[config.mk]
export PLATFORM = sky130hd
export DESIGN_NAME = lifo_stack_ptr_flat
export DESIGN_NICKNAME = d
export VERILOG_FILES = /design/src/rtl/lifo_stack_ptr_pkg.sv /design/src/rtl/lifo_stack_ptr_if.sv /design/src/rtl/lifo_stack_ptr_regfile.sv /design/src/rtl/lifo_stack_ptr.sv /design/src/flat_wrapper.sv
export SDC_FILE = /design/constraint.sdc
export NUM_CORES = 1
export LEC_CHECK = 0
export BUFFER_PORTS_ARGS = -buffer_cell sky130_fd_sc_hd__buf_2
export CORE_ASPECT_RATIO = 0.8
export CORE_MARGIN = 5
export CORE_UTILIZATION = 40
export DETAILED_ROUTE_END_ITERATION = 10
export HOLD_SLACK_MARGIN = 0.03
export PLACE_DENSITY = 0.67
export SLEW_MARGIN = 20
export SYNTH_ARGS = -nofsm -noshare
export SYNTH_HDL_FRONTEND = slang
export SYNTH_SLANG_ARGS = --single-unit
[constraint.sdc]
create_clock -name clk -period 7.54 [get_ports clk]
set_clock_uncertainty 0.2 [all_clocks]
set_input_delay 0.754 -clock clk [delete_from_list [all_inputs] [get_ports clk]]
set_output_delay 0.754 -clock clk [all_outputs]
set_load 0.02 [all_outputs]
[src/rtl/lifo_stack_ptr_pkg.sv]
// Shared definitions for the pointer-based LIFO: count-width helper, status bit
// positions for a CSR view, and the per-cycle operation decode.
package lifo_stack_ptr_pkg;

    // count must hold DEPTH itself, hence DEPTH+1 codes
    function automatic int calc_cw(input int depth);
        return $clog2(depth + 1);
    endfunction

    localparam int STAT_EMPTY       = 0;
    localparam int STAT_FULL        = 1;
    localparam int STAT_ALMOST_FULL = 2;
    localparam int STAT_OVERFLOW    = 3;
    localparam int STAT_UNDERFLOW   = 4;
    localparam int STAT_W           = 5;

    typedef enum logic [2:0] {
        OP_IDLE,
        OP_FLUSH,
        OP_PUSH,
        OP_POP,
        OP_REPLACE,
        OP_BYPASS
    } op_e;

endpackage

[src/rtl/lifo_stack_ptr_if.sv]
// Command/status bundle of the LIFO; master drives commands, slave is the stack.
interface lifo_stack_ptr_if #(
    parameter int DATA_WIDTH = 8,
    parameter int DEPTH      = 16
);
    import lifo_stack_ptr_pkg::*;

    localparam int CW = calc_cw(DEPTH);

    logic                  push;
    logic                  pop;
    logic                  flush;
    logic                  err_clr;
    logic [DATA_WIDTH-1:0] write_data;
    logic [DATA_WIDTH-1:0] read_data;
    logic                  read_valid;
    logic [DATA_WIDTH-1:0] top;
    logic [CW-1:0]         count;
    logic                  empty;
    logic                  full;
    logic                  almost_full;
    logic                  overflow;
    logic                  underflow;

    modport master (
        output push, pop, flush, err_clr, write_data,
        input  read_data, read_valid, top, count, empty, full, almost_full,
               overflow, underflow
    );

    modport slave (
        input  push, pop, flush, err_clr, write_data,
        output read_data, read_valid, top, count, empty, full, almost_full,
               overflow, underflow
    );

endinterface

[src/rtl/lifo_stack_ptr_regfile.sv]
// Stack storage: DEPTH x DATA_WIDTH, one synchronous write port and two
// asynchronous read ports (peek and pop capture).
module lifo_stack_ptr_regfile #(
    parameter int DATA_WIDTH = 8,
    parameter int DEPTH      = 16,
    parameter int AW         = 4
) (
    input  logic                  clk,
    input  logic                  we,
    input  logic [AW-1:0]         waddr,
    input  logic [DATA_WIDTH-1:0] wdata,
    input  logic [AW-1:0]         raddr_a,
    output logic [DATA_WIDTH-1:0] rdata_a,
    input  logic [AW-1:0]         raddr_b,
    output logic [DATA_WIDTH-1:0] rdata_b
);

    logic [DATA_WIDTH-1:0] mem [DEPTH];

    // NOTE: storage has no reset; entries above sp are never observed, and
    // leaving the array unreset lets it map onto plain register-file cells.
    always_ff @(posedge clk) begin
        if (we) begin
            mem[waddr] <= wdata;
        end
    end

    assign rdata_a = mem[raddr_a];
    assign rdata_b = mem[raddr_b];

endmodule

[src/rtl/lifo_stack_ptr.sv]
// Pointer-based LIFO controller: stack pointer, registered pop result, sticky
// error flags; storage lives in lifo_stack_ptr_regfile.
module lifo_stack_ptr
    import lifo_stack_ptr_pkg::*;
#(
    parameter int DATA_WIDTH  = 8,
    parameter int DEPTH       = 16,
    parameter int ALMOST_FULL = 12
) (
    input logic               clk,
    input logic               rst,
    lifo_stack_ptr_if.slave   bus
);

    localparam int CW = calc_cw(DEPTH);
    localparam int AW = (DEPTH > 1) ? $clog2(DEPTH) : 1;

    logic [CW-1:0]         sp;
    logic [AW-1:0]         top_addr;
    logic [AW-1:0]         wr_addr;
    logic                  wr_en;
    logic [DATA_WIDTH-1:0] peek_data;
    logic [DATA_WIDTH-1:0] pop_data;
    logic [DATA_WIDTH-1:0] read_data_q;
    logic                  read_valid_q;
    logic                  overflow_q;
    logic                  underflow_q;
    logic                  ovf_set;
    logic                  unf_set;
    logic                  is_empty;
    logic                  is_full;
    op_e                   op;

    assign is_empty = (sp == '0);
    assign is_full  = (sp == CW'(DEPTH));
    assign top_addr = AW'(sp - CW'(1));

    // NOTE: every combinational output gets a default first, so no path can
    // leave a signal unassigned and infer a latch.
    always_comb begin
        op = OP_IDLE;
        if (bus.flush) begin
            op = OP_FLUSH;
        end else if (bus.push && bus.pop) begin
            op = is_empty ? OP_BYPASS : OP_REPLACE;
        end else if (bus.push) begin
            op = OP_PUSH;
        end else if (bus.pop) begin
            op = OP_POP;
        end
    end

    always_comb begin
        wr_en   = 1'b0;
        wr_addr = AW'(sp);
        ovf_set = 1'b0;
        unf_set = 1'b0;
        case (op)
            OP_PUSH: begin
                wr_en   = !is_full;
                ovf_set = is_full;
            end
            OP_POP: begin
                unf_set = is_empty;
            end
            OP_REPLACE: begin
                wr_en   = 1'b1;
                wr_addr = top_addr;
            end
            default: ;
        endcase
    end

    lifo_stack_ptr_regfile #(
        .DATA_WIDTH (DATA_WIDTH),
        .DEPTH      (DEPTH),
        .AW         (AW)
    ) u_regfile (
        .clk     (clk),
        .we      (wr_en),
        .waddr   (wr_addr),
        .wdata   (bus.write_data),
        .raddr_a (top_addr),
        .rdata_a (peek_data),
        .raddr_b (top_addr),
        .rdata_b (pop_data)
    );

    // NOTE: sequential state uses non-blocking assignments so every register
    // samples the pre-edge values regardless of statement order.
    always_ff @(posedge clk or negedge rst) begin
        if (!rst) begin
            sp           <= '0;
            read_data_q  <= '0;
            read_valid_q <= 1'b0;
            overflow_q   <= 1'b0;
            underflow_q  <= 1'b0;
        end else begin
            read_valid_q <= 1'b0;
            case (op)
                OP_FLUSH: sp <= '0;
                OP_PUSH: begin
                    if (!is_full) sp <= sp + CW'(1);
                end
                OP_POP: begin
                    if (!is_empty) begin
                        sp           <= sp - CW'(1);
                        read_data_q  <= pop_data;
                        read_valid_q <= 1'b1;
                    end
                end
                OP_REPLACE: begin
                    read_data_q  <= pop_data;
                    read_valid_q <= 1'b1;
                end
                OP_BYPASS: begin
                    read_data_q  <= bus.write_data;
                    read_valid_q <= 1'b1;
                end
                default: ;
            endcase
            // a new error in the clearing cycle keeps the flag set
            overflow_q  <= (overflow_q  & ~bus.err_clr) | ovf_set;
            underflow_q <= (underflow_q & ~bus.err_clr) | unf_set;
        end
    end

    assign bus.read_data   = read_data_q;
    assign bus.read_valid  = read_valid_q;
    assign bus.top         = is_empty ? '0 : peek_data;
    assign bus.count       = sp;
    assign bus.empty       = is_empty;
    assign bus.full        = is_full;
    assign bus.almost_full = (sp >= CW'(ALMOST_FULL));
    assign bus.overflow    = overflow_q;
    assign bus.underflow   = underflow_q;

endmodule
[src/flat_wrapper.sv]
// flat-port wrapper written by rule: the top's interface ports become plain ports
module lifo_stack_ptr_flat import lifo_stack_ptr_pkg::*;
#(
    parameter int DATA_WIDTH  = 8,
    parameter int DEPTH       = 16,
    parameter int ALMOST_FULL = 12
)
  (clk, rst, bus_push, bus_pop, bus_flush, bus_err_clr, bus_write_data, bus_read_data, bus_read_valid, bus_top, bus_count, bus_empty, bus_full, bus_almost_full, bus_overflow, bus_underflow);
  lifo_stack_ptr_if #(.DATA_WIDTH(DATA_WIDTH), .DEPTH(DEPTH)) bus_i ();
  input logic clk;
  input logic rst;
  input wire logic [$bits(bus_i.push)-1:0] bus_push;
  input wire logic [$bits(bus_i.pop)-1:0] bus_pop;
  input wire logic [$bits(bus_i.flush)-1:0] bus_flush;
  input wire logic [$bits(bus_i.err_clr)-1:0] bus_err_clr;
  input wire logic [$bits(bus_i.write_data)-1:0] bus_write_data;
  output wire logic [$bits(bus_i.read_data)-1:0] bus_read_data;
  output wire logic [$bits(bus_i.read_valid)-1:0] bus_read_valid;
  output wire logic [$bits(bus_i.top)-1:0] bus_top;
  output wire logic [$bits(bus_i.count)-1:0] bus_count;
  output wire logic [$bits(bus_i.empty)-1:0] bus_empty;
  output wire logic [$bits(bus_i.full)-1:0] bus_full;
  output wire logic [$bits(bus_i.almost_full)-1:0] bus_almost_full;
  output wire logic [$bits(bus_i.overflow)-1:0] bus_overflow;
  output wire logic [$bits(bus_i.underflow)-1:0] bus_underflow;
  assign bus_i.push = bus_push;
  assign bus_i.pop = bus_pop;
  assign bus_i.flush = bus_flush;
  assign bus_i.err_clr = bus_err_clr;
  assign bus_i.write_data = bus_write_data;
  assign bus_read_data = bus_i.read_data;
  assign bus_read_valid = bus_i.read_valid;
  assign bus_top = bus_i.top;
  assign bus_count = bus_i.count;
  assign bus_empty = bus_i.empty;
  assign bus_full = bus_i.full;
  assign bus_almost_full = bus_i.almost_full;
  assign bus_overflow = bus_i.overflow;
  assign bus_underflow = bus_i.underflow;
  lifo_stack_ptr #(.DATA_WIDTH(DATA_WIDTH), .DEPTH(DEPTH), .ALMOST_FULL(ALMOST_FULL)) u_core (.clk(clk), .rst(rst), .bus(bus_i));
endmodule
==> impl_metrics.toml, run 1 <==
[detailed_routing]
route.final.wire_length_mm = 14.42
drt_initial_violations = 307
final_antenna_violating_net_count = 0
post-route-drc-count = 0
drt_pre_antenna_iters = 5
count_of_vias_placed_by_the_detailed_router = 3692
wire_per_inst_um = 22.46
via_count_normalized_by_instance_count = 5.751

[grt]
global_route_wire_length_before_repair_mm = 22.20
grt_remaining_overflow = 0
number_of_antenna_violations_at_the_first_check_in_global_routing = 1
first_global_vias = 3727
maximum_number_of_pins_on_one_net_before_global_route_repair = 44
grt_usage_pct = 16.53

[outcome]
run_status = "completed"

[clock_network]
clk_pin_slew_ps = 60
postCtsSetupRepairBufs = 0
h-tree-depth = 4
cts_hold_repair.buffers = 0
ctsRootBufferMaster = "sky130_fd_sc_hd__clkbuf_16"
cts.repair.resized = 0
clock-sinks = 144
tritoncts_clock_tree = "yes"
cts_inserted_buffers = 17
cts_max_path_buffers = 2
worstSkewPairLatency_ps = 420

[timing]
fmax_ghz = 0.2091
hold_violations = 0
unrepaired_setup_endpoints_after_global_routing = "false"
period_minus_slack_ps = 4783
tns_setup_ps = 0
worst_hold_slack_across_all_endpoints_ps = 105.0
setup_viol = 0
finalWorstSetupSlack_ps = 2757
timing_worst_slew_pin_value_ps = 1013
timing.final.max_slew_violations = 0
slew-limit-headroom_pct = 31.97
finalCritPeriodShare_pct = 63.44

[worst_setup_path]
worstSetupPathType = "flop to output port"
path_delay_family = "buffers and inverters"
crit_cells = 8
worst_path_max_delay_cell = "sky130_fd_sc_hd__xnor2_1"
depth_of_the_worst_register_to_register_path = 7
critical_path_s_largest_stage_delay_ps = 820
cells_along_the_critical_path = "buf_4 > inv_1 > ha_1 > xnor2_1 > nand3_2 > o22ai_1 > nor3_1 > buf_2"
startpoint_type = "flop"
worst-path-max-fanout = 43
critical_path_required_time_ps = 6590
setup.worst_path.end_class = "output port"
worst-path-buf-inv = 3
critical_path_arrival_ps = 3830

[synth]
async_reset_ff_share_pct = 11.11
synthFlopType = "sky130_fd_sc_hd__edfxtp_1"
post_synth_num_cell_types = 53
synth-edff-count = 128
synth_fp_nets = 401
synth-seq-cells = 144
synth-seq-area-share_pct = 67.75
synth_cells = 382
post_syn_area_um2 = 6265
synth_area_per_cell_um2 = 16.40
yosysWarningCount = 0

[layout]
areaGrowthSynthToFinish_pct = 15.32
final-instance-count-excl-fill = 642
fraction_of_final_layout_cells_sized_beyond_drive_strength_1_pct = 26.39
nets = 439
antennaDiodeCount = 0
postLayoutCellArea_um2 = 7224
fin_util_pct = 47.48

[pwr]
power.static_leakage_nw = 2.477
power.total_mw = 2.134
power-per-cell-area_nw_per_um2 = 295.4
power.ir.vdd_worst_v = 0.0002035

[floorplanning]
fp.coreArea_um2 = 15210
top_level_ports = 41
start_util_pct = 41.18
placementRows = 40
die_height_um = 121.9
floorplan.die.width_um = 149.9
fp.dieArea_um2 = 18280

[place]
globalplace.congestion = 0.7882
placement.setup.worst_slack_ps = 3164
detailed_place.area_um2 = 6633
placement.io_buffers = 40
hpwlAfterDp_mm = 8.836
placedCellCount = 611

[min_path]
hp-class = "primary input to asynchronous set/reset pin"

[run]
max_cap_viols = 0
[logic make-up (layout without fill, tap and decap cells)]
family	after synthesis	after routing	share of synthesized area, %
flip-flops	144	144	67.75
AND/OR/NAND/NOR	107	107	9.467
AO/OA/AOI/OAI	50	50	5.852
multiplexers	41	41	12.94
buffers and inverters	32	82	2.576
adder cells (fa/ha/maj)	5	5	0.9986
XOR/XNOR	3	3	0.4195
[state kept, by name, indices dropped and copies added, names as in the netlist]
name	count
u_core.bus.count	5
u_core.bus.overflow	1
u_core.bus.read_data	8
u_core.bus.read_valid	1
u_core.bus.underflow	1
u_core.u_regfile.mem	128
[cells in the final DEF, fill, tap and decap left out, types with 3 or more instances in the layout]
cell type | synthesis | final
sky130_fd_sc_hd__a21oi_1 | 4 | 4
sky130_fd_sc_hd__and3_1 | 17 | 17
sky130_fd_sc_hd__buf_2 | 9 | 40
sky130_fd_sc_hd__buf_4 | 2 | 4
sky130_fd_sc_hd__bufinv_16 | 0 | 3
sky130_fd_sc_hd__clkbuf_16 | 0 | 17
sky130_fd_sc_hd__dfrtp_1 | 16 | 15
sky130_fd_sc_hd__edfxtp_1 | 128 | 128
sky130_fd_sc_hd__ha_1 | 5 | 5
sky130_fd_sc_hd__inv_1 | 7 | 7
sky130_fd_sc_hd__inv_6 | 0 | 3
sky130_fd_sc_hd__mux2i_1 | 9 | 9
sky130_fd_sc_hd__mux4_2 | 32 | 32
sky130_fd_sc_hd__nand2_1 | 20 | 20
sky130_fd_sc_hd__nor2_1 | 23 | 23
sky130_fd_sc_hd__nor2b_1 | 8 | 8
sky130_fd_sc_hd__nor3_1 | 13 | 13
sky130_fd_sc_hd__nor4_1 | 4 | 4
sky130_fd_sc_hd__o21ai_0 | 6 | 6
sky130_fd_sc_hd__o22ai_1 | 10 | 10
sky130_fd_sc_hd__o31ai_1 | 10 | 10
sky130_fd_sc_hd__or4_1 | 4 | 4
[where the power goes]
part | switching, mW | internal, mW | total (mW)
clock | 0.328 | 0.521 | 0.849
sequential | 0.0218 | 0.895 | 0.917
combinational | 0.234 | 0.135 | 0.369
total | 0.584 | 1.55 | 2.13
[synthesized netlist by cell type, types with 2 or more instances]
cell / instances / share of area, %
sky130_fd_sc_hd__edfxtp_1: 128 / 61
sky130_fd_sc_hd__mux4_2: 32 / 12
sky130_fd_sc_hd__nor2_1: 23 / 1.4
sky130_fd_sc_hd__nand2_1: 20 / 1.2
sky130_fd_sc_hd__and3_1: 17 / 1.7
sky130_fd_sc_hd__dfrtp_1: 16 / 6.4
sky130_fd_sc_hd__nor3_1: 13 / 1.0
sky130_fd_sc_hd__clkbuf_1: 11 / 0.66
sky130_fd_sc_hd__o22ai_1: 10 / 1.0
sky130_fd_sc_hd__o31ai_1: 10 / 1.2
sky130_fd_sc_hd__buf_2: 9 / 0.72
sky130_fd_sc_hd__mux2i_1: 9 / 1.4
sky130_fd_sc_hd__nor2b_1: 8 / 0.80
sky130_fd_sc_hd__inv_1: 7 / 0.42
sky130_fd_sc_hd__o21ai_0: 6 / 0.48
sky130_fd_sc_hd__ha_1: 5 / 1.0
sky130_fd_sc_hd__a21oi_1: 4 / 0.32
sky130_fd_sc_hd__nor4_1: 4 / 0.40
sky130_fd_sc_hd__or4_1: 4 / 0.48
sky130_fd_sc_hd__buf_6: 3 / 0.54
sky130_fd_sc_hd__a211oi_1: 2 / 0.24
sky130_fd_sc_hd__a31oi_1: 2 / 0.20
sky130_fd_sc_hd__buf_4: 2 / 0.24
sky130_fd_sc_hd__nand3_1: 2 / 0.16
sky130_fd_sc_hd__nand3_2: 2 / 0.32
sky130_fd_sc_hd__nor3b_1: 2 / 0.24
sky130_fd_sc_hd__o211ai_1: 2 / 0.24
sky130_fd_sc_hd__o41ai_1: 2 / 0.28
sky130_fd_sc_hd__or3_1: 2 / 0.20
sky130_fd_sc_hd__xnor2_1: 2 / 0.28
[final timing paths]
path,slack [ps],end,start
min in group clk,300,u_core.bus.read_data[7]$_DFFE_PN0P_,u_core.bus.read_data[7]$_DFFE_PN0P_
worst max-delay path,2760,bus_top[5],u_core.bus.count[0]$_DFFE_PN0P_
worst min register to register,300,u_core.bus.read_data[7]$_DFFE_PN0P_,u_core.bus.read_data[7]$_DFFE_PN0P_
worst max register to register,3540,u_core.u_regfile.mem[5][0]$_DFFE_PP_,u_core.bus.count[0]$_DFFE_PN0P_
max in group asynchronous,6660,u_core.bus.count[0]$_DFFE_PN0P_,rst
worst min-delay path,100,u_core.bus.underflow$_DFF_PN0_,rst
[worst reg2reg max path, stage by stage (launching register included)]
cell	delay, ps
sky130_fd_sc_hd__dfrtp_2	330
sky130_fd_sc_hd__buf_4	610
sky130_fd_sc_hd__inv_1	230
sky130_fd_sc_hd__ha_1	560
sky130_fd_sc_hd__buf_4	480
sky130_fd_sc_hd__nand3_1	150
sky130_fd_sc_hd__o31a_1	310
sky130_fd_sc_hd__nor2_1	750
[layer usage]
metal,track usage [%],routed length [um]
met3,3.533,830
met4,5.257,206
met5,0,13
met1,24.06,6587
met2,24.98,6781
[final cells by class]
| class | count | area, um2 |
|---|---|---|
| Multi-Input combinational cell | 206 | 1868 |
| Fill cell | 1324 | 7990 |
| Clock buffer | 19 | 432.9 |
| Tap cell | 210 | 262.8 |
| Timing Repair Buffer | 44 | 230.2 |
| Sequential cell | 144 | 4245 |
| Clock inverter | 12 | 158.9 |
| Inverter | 7 | 26.28 |
Power figures use the tool's default switching activity.
==> run 2: changes to the inputs <==
ABC_AREA = 1   (was default)
PLACE_DENSITY = 0.66   (was 0.67)
clock period = 4.5 ns   (was 7.54 ns; I/O delays follow)
==> impl_metrics.toml, run 2 <==
[clock_network]
ctsRootBufferMaster = "sky130_fd_sc_hd__clkbuf_16"
tritoncts_clock_tree = "yes"
h-tree-depth = 4
cts.repair.resized = 0
clk_pin_slew_ps = 60
cts_inserted_buffers = 17
postCtsSetupRepairBufs = 0
cts_max_path_buffers = 2
clock-sinks = 144
worstSkewPairLatency_ps = 420

[floorplanning]
floorplan.die.width_um = 154.7
fp.dieArea_um2 = 19460
die_height_um = 125.8
placementRows = 42
start_util_pct = 40.61
top_level_ports = 41
fp.coreArea_um2 = 16500

[detailed_routing]
via_count_normalized_by_instance_count = 4.961
route.final.wire_length_mm = 16.24
count_of_vias_placed_by_the_detailed_router = 4728
drt_pre_antenna_iters = 7
final_antenna_violating_net_count = 0
post-route-drc-count = 0
drt_initial_violations = 462
wire_per_inst_um = 17.05

[place]
placedCellCount = 919
globalplace.congestion = 0.8421
hpwlAfterDp_mm = 10.26
detailed_place.area_um2 = 7034
placement.io_buffers = 40

[min_path]
hp-class = "primary input to flop"

[synth]
yosys.cell_count.top_type = "sky130_fd_sc_hd__nand2_1"
top_cell_type_s_share_of_synthesized_area_pct = 57.37
synth-seq-cells = 144
synthFlopType = "sky130_fd_sc_hd__edfxtp_1"
synth-edff-count = 128
yosysWarningCount = 0
synth_area_per_cell_um2 = 9.767
synthDominantAreaCellType = "sky130_fd_sc_hd__edfxtp_1"
async_reset_ff_share_pct = 11.11
ys_top_cells_by_area = "sky130_fd_sc_hd__edfxtp_1 (57%), sky130_fd_sc_hd__nand2_1 (12%), sky130_fd_sc_hd__nand3_1 (7.1%)"
post_syn_area_um2 = 6700
synth.top_cells.by_count = "sky130_fd_sc_hd__nand2_1 (222), sky130_fd_sc_hd__edfxtp_1 (128), sky130_fd_sc_hd__nand3_1 (95)"
synth_cells = 686
synth_fp_nets = 705
post_synth_num_cell_types = 31
synth-seq-area-share_pct = 63.34

[layout]
areaGrowthSynthToFinish_pct = 13.80
antennaDiodeCount = 0
final-instance-count-excl-fill = 953
commonest_non_fill_non_tap_cell_in_the_layout = "sky130_fd_sc_hd__nand2_1"
postLayoutCellArea_um2 = 7625
nets = 739
fraction_of_final_layout_cells_sized_beyond_drive_strength_1_pct = 12.28
largest_register_ffs = 128
final_cell_mix = "sky130_fd_sc_hd__nand2_1 (222), sky130_fd_sc_hd__edfxtp_1 (128), sky130_fd_sc_hd__nand3_1 (95)"
largest-register = "u_core.u_regfile.mem"

[worst_setup_path]
worst-path-max-fanout = 27
critical_path_required_time_ps = 3850
worstSetupPathType = "flop to output port"
critical_path_arrival_ps = 2880
startpoint_type = "flop"
setup.worst_path.end_class = "output port"

[pwr]
power.static_leakage_nw = 3.241
power-per-cell-area_nw_per_um2 = 490.2
power.ir.vdd_worst_v = 0.0003255

[grt]
first_global_vias = 4492
maximum_number_of_pins_on_one_net_before_global_route_repair = 71
grt_usage_pct = 17.10
grt_remaining_overflow = 0
global_route_wire_length_before_repair_mm = 25.60
number_of_antenna_violations_at_the_first_check_in_global_routing = 0

[run]
max_cap_viols = 0

[outcome]
run_status = "completed"

[timing]
timing.final.max_slew_violations = 0
tns_setup_ps = 0
slew-limit-headroom_pct = 38.81
finalCritPeriodShare_pct = 78.41
worst_hold_slack_across_all_endpoints_ps = 106.3
hold_violations = 0
setup_viol = 0
timing_worst_slew_pin_value_ps = 913.4
unrepaired_setup_endpoints_after_global_routing = "false"
period_minus_slack_ps = 3528
fmax_ghz = 0.2834
-- run 2: cell count changes after synthesis, moves of 13 or more --
cell	previous run	this run
sky130_fd_sc_hd__and3_1	17	0
sky130_fd_sc_hd__nor2_1	23	52
sky130_fd_sc_hd__nand3_1	2	95
sky130_fd_sc_hd__nor3_1	13	0
sky130_fd_sc_hd__nand2_1	20	222
sky130_fd_sc_hd__mux4_2	32	0
sky130_fd_sc_hd__inv_1	7	79
-- run 2: metrics by stage --
stage	total power [mW]	setup WS [ps]	util [%]
final	3.738	971.5	46.21
after global routing	3.903	811.1	46.21
after CTS	3.753	988.4	46.21
after detailed placement	2.387	1207	42.63
after global placement	2.382	1296	42.63
after floorplan	2.117	1386	-
-- run 2: final cells by class --
| cell class | instances | area (um2) |
|---|---|---|
| tap | 220 | 275.3 |
| clock inverter | 13 | 137.6 |
| multi-input combinational | 428 | 1976 |
| inverter | 84 | 315.3 |
| fill | 1570 | 8876 |
| timing repair buffer | 45 | 242.7 |
| clock buffer | 19 | 432.9 |
| sequential | 144 | 4245 |
-- run 2: final timing paths --
check                                                    start                               endpoint  slack [ps]  cells past startpoint
setup / recovery               u_core.bus.count[1]$_DFFE_PN0P_                             bus_top[6]         970                      8
hold / removal                                         bus_pop        u_core.bus.read_valid$_DFF_PN0_         110                      3
setup reg to reg               u_core.bus.count[1]$_DFFE_PN0P_  u_core.u_regfile.mem[12][2]$_DFFE_PP_        1180                      6
hold reg to reg            u_core.bus.read_data[5]$_DFFE_PN0P_    u_core.bus.read_data[5]$_DFFE_PN0P_         280                      2
max in group asynchronous                                  rst        u_core.bus.count[0]$_DFFE_PN0P_        3480                      2
min in group asynchronous                                  rst    u_core.bus.read_data[0]$_DFFE_PN0P_         300                      2
-- run 2: logic make-up after synthesis --
family	count (synthesis)	share of synthesized area, %
XOR/XNOR	7	1.139
AND/OR/NAND/NOR	382	24.82
AO/OA/AOI/OAI	34	2.596
buffers and inverters	114	7.171
flip-flops	144	63.34
adder cells (fa/ha/maj)	5	0.9337
-- run 2: worst max-delay path, stage by stage (launching register included) --
cell,delay [ps]
sky130_fd_sc_hd__dfrtp_1,420
sky130_fd_sc_hd__inv_1,130
sky130_fd_sc_hd__ha_1,320
sky130_fd_sc_hd__clkinv_1,670
sky130_fd_sc_hd__nand2_1,360
sky130_fd_sc_hd__nand3_1,100
sky130_fd_sc_hd__nand3_1,200
sky130_fd_sc_hd__a21oi_1,90
sky130_fd_sc_hd__buf_2,170
-- run 2: timing repair --
action / in CTS / in global routing
hold endpoints to repair: 17 / 0
hold buffers: 2 / 0
endpoints found under the setup margin: 0 / 0
-- run 2: power by group --
group | switching [mW] | internal (mW)
registers | 0.0300 | 1.51
clock network | 0.550 | 0.816
logic | 0.609 | 0.227
total | 1.19 | 2.55
-- run 2: metal layers --
metal,vias up,track usage (%),routed length [um],part of all wire (%)
li1,2309,-,-,-
met1,2242,25.63,7703,47
met2,164,25.69,7327,45
met3,13,2.984,1065,6.6
met4,0,4.777,148,0.91
met5,-,0,0,0
